## src/rtl/enc8b10b_pkg.sv

```systemverilog
// Shared 8b/10b constants: K28.5 commas, code-group width,
// bit positions (a..j) and a 10-bit popcount helper.
package enc8b10b_pkg;

  localparam int CG_W = 10;

  localparam logic [CG_W-1:0] K28_5_NEG = 10'h17C;
  localparam logic [CG_W-1:0] K28_5_POS = 10'h283;

  localparam int A_BIT = 0;
  localparam int B_BIT = 1;
  localparam int C_BIT = 2;
  localparam int D_BIT = 3;
  localparam int E_BIT = 4;
  localparam int I_BIT = 5;
  localparam int F_BIT = 6;
  localparam int G_BIT = 7;
  localparam int H_BIT = 8;
  localparam int J_BIT = 9;

  function automatic logic [3:0] popcount10(
    input logic [CG_W-1:0] w
  );
    logic [3:0] n;
    n = '0;
    for (int i = 0; i < CG_W; i++)
      n = n + {3'b000, w[i]};
    return n;
  endfunction

endpackage

```

## src/rtl/rd_tracker.sv

```systemverilog
// Running-disparity step for one 10-bit code group.
// Ports: word/load/rd in; rd_next and disp_err (weight/disparity fault) out.
module rd_tracker
  import enc8b10b_pkg::*;
(
  input  logic [CG_W-1:0] word,
  input  logic            load,
  input  logic            rd,
  output logic            rd_next,
  output logic            disp_err
);

  logic [3:0] w;

  always_comb begin
    w        = popcount10(word);
    rd_next  = rd;
    disp_err = 1'b0;
    if (load) begin
      unique case (1'b1)
        (w == 4'd6): begin
          rd_next  = 1'b1;
          disp_err = rd;
        end
        (w == 4'd4): begin
          rd_next  = 1'b0;
          disp_err = !rd;
        end
        (w == 4'd5): begin
          rd_next  = rd;
        end
        default: begin
          disp_err = 1'b1;
        end
      endcase
    end
  end

endmodule

```

## src/rtl/tx_serializer_10b.sv

```systemverilog
// 10-bit code-group serializer, 'a' bit first, K28.5 idle fill.
// Ports: clk, rst, din/din_valid/din_ready in; sout, word_start,
// comma_sent, rd_out, disp_err out.
module tx_serializer_10b
  import enc8b10b_pkg::*;
#(
  parameter logic [CG_W-1:0] COMMA_NEG = K28_5_NEG,
  parameter logic [CG_W-1:0] COMMA_POS = K28_5_POS
) (
  input  logic            clk,
  input  logic            rst,
  input  logic [CG_W-1:0] din,
  input  logic            din_valid,
  output logic            din_ready,
  output logic            sout,
  output logic            word_start,
  output logic            comma_sent,
  output logic            rd_out,
  output logic            disp_err
);

  logic [CG_W-1:0] sreg;
  logic [CG_W-1:0] hold;
  logic [CG_W-1:0] nxt_word;
  logic [3:0]      bit_cnt;
  logic            hold_valid;
  logic            load;
  logic            xfer;
  logic            word_err;

  // rd is the disparity at the start of the word on the line
  // (what rd_out reports); rd_end is the disparity after it,
  // which picks the next comma and judges the next word.
  logic            rd;
  logic            rd_end;
  logic            rd_end_nxt;

  assign load       = (bit_cnt == 4'd9);
  assign din_ready  = !hold_valid || load;
  assign xfer       = din_valid && din_ready;
  assign sout       = sreg[A_BIT];
  assign word_start = (bit_cnt == 4'd0);
  assign rd_out     = rd;

  assign nxt_word = hold_valid ? hold
                  : (rd_end ? COMMA_POS : COMMA_NEG);

  rd_tracker u_rd (
    .word     (nxt_word),
    .load     (load),
    .rd       (rd_end),
    .rd_next  (rd_end_nxt),
    .disp_err (word_err)
  );

  always_ff @(posedge clk or posedge rst) begin
    if (rst) begin
      sreg       <= COMMA_NEG;
      bit_cnt    <= '0;
      hold       <= '0;
      hold_valid <= 1'b0;
      rd         <= 1'b0;
      // the reset comma (weight 6) leaves the line positive
      rd_end     <= 1'b1;
      disp_err   <= 1'b0;
      comma_sent <= 1'b1;
    end else begin
      disp_err <= 1'b0;
      if (load) begin
        sreg       <= nxt_word;
        comma_sent <= !hold_valid;
        disp_err   <= hold_valid && word_err;
        rd         <= rd_end;
        rd_end     <= rd_end_nxt;
        bit_cnt    <= '0;
      end else begin
        sreg    <= {1'b0, sreg[CG_W-1:1]};
        bit_cnt <= bit_cnt + 4'd1;
      end
      if (xfer) begin
        hold       <= din;
        hold_valid <= 1'b1;
      end else if (load) begin
        hold_valid <= 1'b0;
      end
    end
  end

endmodule

```

## config.mk

```make
export PLATFORM = sky130hd
export DESIGN_NAME = tx_serializer_10b
export DESIGN_NICKNAME = d
export VERILOG_FILES = /design/src/rtl/enc8b10b_pkg.sv /design/src/rtl/rd_tracker.sv /design/src/rtl/tx_serializer_10b.sv
export SDC_FILE = /design/constraint.sdc
export NUM_CORES = 1
export LEC_CHECK = 0
export ABC_AREA = 1
export BUFFER_PORTS_ARGS = -buffer_cell sky130_fd_sc_hd__buf_2
export CAP_MARGIN = 40
export CORE_AREA = 2 2 52 66
export DETAILED_ROUTE_END_ITERATION = 16
export DIE_AREA = 0 0 54 68
export PLACE_DENSITY = 0.72
export SYNTH_ARGS = -nofsm -noshare
export SYNTH_HDL_FRONTEND = slang
export SYNTH_SLANG_ARGS = --single-unit
```

## constraint.sdc

```tcl
create_clock -name clk -period 4 [get_ports clk]
set_input_delay 0.2 -clock clk [delete_from_list [all_inputs] [get_ports clk]]
set_output_delay 0.2 -clock clk [all_outputs]
set_load 0.01 [all_outputs]
```

# After elaboration in Yosys (flattened, before gate mapping)
# Index checks and enable logic that the tools add are counted.
# word_totals
reg_bits	29
in_bits	13
out_inout_bits	6
# op_classes
add_sub_neg	10
eq_ne	4
muxes	10
reduce_logical	9
# op_table
operator	n
$add A4 B1 Y4	8
$mux W10	3
$eq A4 B3 Y1 const B	3
$add A4 B1 Y4 const B	1
$eq A4 B4 Y1 const B	1
$logic_not A4 Y1	1
$mux W1	4
$mux W4	1
$reduce_bool A2 Y1	2
$pmux W1 S3	1
$add A1 B1 Y2	1
$logic_and A1 B1 Y1	2
$logic_not A1 Y1	2
$pmux W1 S2	1
$reduce_and A2 Y1	1
$logic_or A1 B1 Y1	1

# Depth between registers and ports, before layout
# depth
word_depth	16
ltp_mapped	19
ltp_nobuf	18

# Hierarchy
# A second synthesis with hierarchy kept.
# unflattened
cells_unflattened	184
area_unflattened_um2	1524.0
# by_module_without_submodules
mod	n_inst	cells_each	area_each_um2	seq_area_each_um2
tx_serializer_10b	1	144	1243.7	735.7
rd_tracker	1	40	280.3	0.0

# Worst setup path after synthesis
# Ideal clock, no wire load.
# synth_path
path_kind	reg-to-reg
startpoint	reg hold_valid
endpoint	reg rd_end
arrival_ns	4.089
required_time_ns	3.921
path_slack_ns	-0.169
stages_incl_launch_ff	17
path_cell_list	dfrtp_1 > inv_1 > clkbuf_2 > nand2_1 > o21ai_0 > inv_1 > ha_1 > inv_1 > fa_1 > fa_1 > inv_1 > fa_1 > fa_1 > fa_1 > or2_2 > nand3_1 > nand2_1
# synth_between
elab_chain_len	13
elab_cells_between_ends	15
# synth_lines
item	line	text
start: declaration	tx_serializer_10b.sv:26	logic hold_valid;
start signal: assignment	tx_serializer_10b.sv:61	hold_valid <= 1'b0;
start signal: assignment	tx_serializer_10b.sv:82	hold_valid <= 1'b1;
start signal: assignment	tx_serializer_10b.sv:84	hold_valid <= 1'b0;
$mux W10 *	tx_serializer_10b.sv:45	assign nxt_word = hold_valid ? hold
$add A1 B1 Y2	enc8b10b_pkg.sv:27	n = n + {3'b000, w[i]};
$add A4 B1 Y4 (7 in a row)	enc8b10b_pkg.sv:27	
$add A4 B1 Y4 *	enc8b10b_pkg.sv:27	
$eq A4 B3 Y1 (on tied branches)	rd_tracker.sv:25, rd_tracker.sv:21	
$reduce_bool A2 Y1 (no source line)	n/a	
$reduce_and A2 Y1 (no source line)	n/a	
end signal: assignment	tx_serializer_10b.sv:74	rd_end <= rd_end_nxt;
end: declaration	tx_serializer_10b.sv:35	logic rd_end;
# Mark *: on every way between the ends. The rest lies on a longest branch, timed or not.
# A chain may end at the register's enable or synchronous reset.

# Final worst setup path
# layout_path
startpoint	reg rd_end
endpoint	reg disp_err
# layout_between
elab_chain_len	16
elab_cells_between_ends	19
# layout_lines
item	line	text
$mux W10	tx_serializer_10b.sv:46	: (rd_end ? COMMA_POS : COMMA_NEG);
$mux W10	tx_serializer_10b.sv:45	
$add A1 B1 Y2	enc8b10b_pkg.sv:27	
$add A4 B1 Y4 (8 in a row)	enc8b10b_pkg.sv:27	
$eq A4 B3 Y1 (on tied branches)	rd_tracker.sv:29, rd_tracker.sv:21, rd_tracker.sv:25	
$pmux W1 S3 *	rd_tracker.sv:20	unique case (1'b1)
$mux W1 *	rd_tracker.sv:19	if (load) begin
$logic_and A1 B1 Y1 *	tx_serializer_10b.sv:72	disp_err <= hold_valid && word_err;
$mux W1 *	tx_serializer_10b.sv:69	if (load) begin
end signal: assignment	tx_serializer_10b.sv:72	
end: declaration	tx_serializer_10b.sv:19	output logic disp_err
# Marks and branches as above.

==> impl_metrics.yaml <==
detailed_routing:
  drc: 0
  wl_per_cell_um: 12.6
  wl_um: 2840
  drtAntennaViolNets: 0
  vias_per_cell: 5.02
  initialDrtViolationCount: 17
  via_count: 1134
  drt_pre_antenna_iters: 4
floorplan:
  rows: 23
  io_pins: 19
  core_mm2: 0.00311
  die-area_mm2: 0.00367
  start_util_pct: 48.1
  die_h_um: 68
  die_w_um: 54
placed_design:
  gp_congestion: 0.817
  io_buffer_count: 18
  numPlacedInstances: 214
  place_hpwl_um: 2140
grt:
  grt_max_degree: 26
  met3_usage_pct: 5.90
  top_usage_layer: "met2"
  grt_usage_pct: 18.7
  gr-usage-met2_pct: 32.9
  first_global_vias: 1134
  antenna_found_initial: 0
  grt_remaining_overflow: 0
  grt_first_pass_wirelength_um: 4800
  use_met1_pct: 19.9
cells_and_area:
  diodes: 0
  finalNonFillerCells: 226
  drive_gt1_share_pct: 31.2
  nets: 212
  fillers: 266
  seq_area_um2: 736
  areaGrowthSynthToFinish_pct: 22.6
  multi_input_area_um2: 693
clocking:
  cts.path.max_buffers: 2
  path_clk_slew_ns: 0.06
  htreeDepth: 2
  cts_sinks: 29
  clock_latency_ns: 0.28
  cts_inserted_buffers: 5
  cts_tree: "done"
  ctsRootBufferMaster: "clkbuf_8"
yosys:
  avgSynthCellArea_um2: 9.24
  synth_cell_type_count: 26
  synth-seq-cells: 29
  syn_inst: 162
  syn_area_mm2: 0.00150
  yosys_warnings: 0
  ys_seq_area_share_pct: 49.2
  syn-num-nets: 186
hold_path:
  min_path_type: "in2reg"
worst_setup_path:
  cp.arrival_ns: 4.10
  cp.required_ns: 4.16
  end_kind: "flip-flop"
  worst_setup_path_start_kind: "flip-flop"
  cp_max_fo: 4
  worstSetupPathType: "reg2reg"
sta:
  clock_skew_ns: 0.00461
  maxSlewViolCount: 0
  slew_headroom_pct: 67.5
  clock.fmax_mhz: 254
  rsz0062_at_grt: "true"
  setup_viol: 0
  tightest_slew_ns: 0.487
  tns_ns: 0
  period_share_pct: 98.3
  period_needed_ns: 3.93
  hold_viol_final: 0
power:
  p_per_area_mw_per_mm2: 807
  ir_drop_mv: 0.551
  p_leak_nw: 0.949
  p_total_mw: 1.48
run_status:
  status: "finished, final reports clean"
job:
  maxCapViolCount: 0
==> synth_stat cells <==
cell       n  area (um2)
a21oi_1    3        15.0
buf_2      2        10.0
buf_6      2        22.5
clkbuf_1   1        3.75
clkbuf_2   1        5.00
dfrtp_1   21         526
dfstp_2    8         210
fa_1       6         120
ha_1       5        62.6
inv_1     19        71.3
inv_2      1        3.75
nand2_1   41         154
nand2_2    1        6.26
nand2_4    2        22.5
nand3_1   15        75.1
nand3b_1   1        7.51
nor2_1     3        11.3
nor2_2     1        6.26
nor2_4     1        11.3
nor4_1     1        6.26
o21ai_0   20         100
o21ai_1    3        15.0
o21bai_1   1        7.51
or2_2      1        6.26
xnor2_1    1        8.76
xor2_1     1        8.76
==> final cells by class <==
class | instances | area share [%]
timing repair buffer | 25 | 9.00
inverter | 20 | 4.23
tap | 37 | 2.52
sequential | 29 | 40.1
clock buffer | 7 | 4.71
clock inverter | 1 | 1.64
multi-input combinational | 107 | 37.8
==> placed cells by master (no fill, tap or decap) <==
cell type      count
dfrtp_1           21
o21ai_1            5
dlygate4sd3_1      1
nand2_1           40
o21bai_1           1
a21oi_1            2
nand2_2            1
a21oi_2            1
buf_4              5
clkbuf_8           6
nand3b_1           1
buf_2             18
nor2_1             2
nor4_1             1
xnor2_1            1
xor2_1             1
nor2_4             1
ha_4               1
o21ai_0           16
nand3_1           15
inv_4              1
o21ai_4            1
nor2_2             2
dfstp_2            8
nand2_4            3
fa_2               2
or2_4              1
buf_16             1
bufinv_16          1
inv_2              5
fa_1               4
o21ai_2            1
ha_1               4
inv_1             14
clkbuf_1           1
==> repair_timing <==
item / CTS / global route
endpoints found under the setup margin: 2 / 2
gates cloned: 0 / 0
setup buffers: 0 / 3
pin swaps: 0 / 12
hold buffers: 1 / 0
hold endpoints to repair: 5 / 0
resized for setup: 3 / 16
==> per-layer routing <==
metal  vias up  routed length, um
met4         0                 58
met1       534               1160
met5         -                  0
met2        33               1470
li1        562                  -
met3         5                154
==> report_power, final <==
part | internal, mW | total (mW) | switching [mW] | leakage, nW
Clock | 0.203 | 0.307 | 0.104 | 0.0585
Combinational | 0.396 | 0.805 | 0.409 | 0.543
Sequential | 0.345 | 0.368 | 0.0228 | 0.348
==> stage by stage <==
step / worst slack (ns) / cell area, um2 / hold WS (ns) / util [%]
after floorplan: 0.0425 / 1510 / 0.272 / -
after global placement: 0.0656 / 1610 / 0.429 / 51.8
after detailed placement: -0.0800 / 1640 / 0.238 / 52.7
after CTS: 0.0166 / 1770 / 0.141 / 56.9
after global routing: -0.125 / 1830 / 0.154 / 59.0
final: 0.0678 / 1830 / 0.146 / 59.0
==> cells by family after synthesis <==
family / Yosys count / share of synthesized area (%)
flip-flops: 29 / 49.2
XOR/XNOR: 2 / 1.17
AO/OA/AOI/OAI: 27 / 9.20
buffers and inverters: 26 / 7.78
AND/OR/NAND/NOR: 67 / 20.5
adder cells (fa/ha/maj): 11 / 12.2
==> critical path, stage by stage, from the launching register on <==
cell and delay [ns]:
dfstp_2 0.55, inv_2 0.06, nand2_4 0.08, o21ai_2 0.07, inv_2 0.07, ha_4 0.20, inv_2 0.05, fa_1 0.44
fa_1 0.51, inv_1 0.05, fa_1 0.50, fa_2 0.43, fa_2 0.38, a21oi_2 0.15, nand2_1 0.08, nor2_2 0.12
a21oi_1 0.08
==> registers in the layout (all words and copies together) (netlist names) <==
| signal | flops |
|---|---|
| comma_sent | 1 |
| sreg | 10 |
| rd_out | 1 |
| bit_cnt | 4 |
| hold | 10 |
| rd_end | 1 |
| disp_err | 1 |
| hold_valid | 1 |
==> final timing paths <==
kind | start | to | slack [ns] | cells after the start
max | rd_end$_DFFE_PP1P_ | disp_err$_DFF_PP0_ | 0.07 | 16
min | din[9] | hold[9]$_DFFE_PP0P_ | 0.15 | 3
max in group asynchronous | rst | rd_end$_DFFE_PP1P_ | 2.98 | 4
max reg2reg | rd_end$_DFFE_PP1P_ | disp_err$_DFF_PP0_ | 0.07 | 16
min reg2reg | sreg[5]$_DFF_PP1_ | sreg[4]$_DFF_PP1_ | 0.46 | 2
min in group asynchronous | rst | sreg[7]$_DFF_PP0_ | 0.48 | 3
Power figures use the tool's default switching activity.
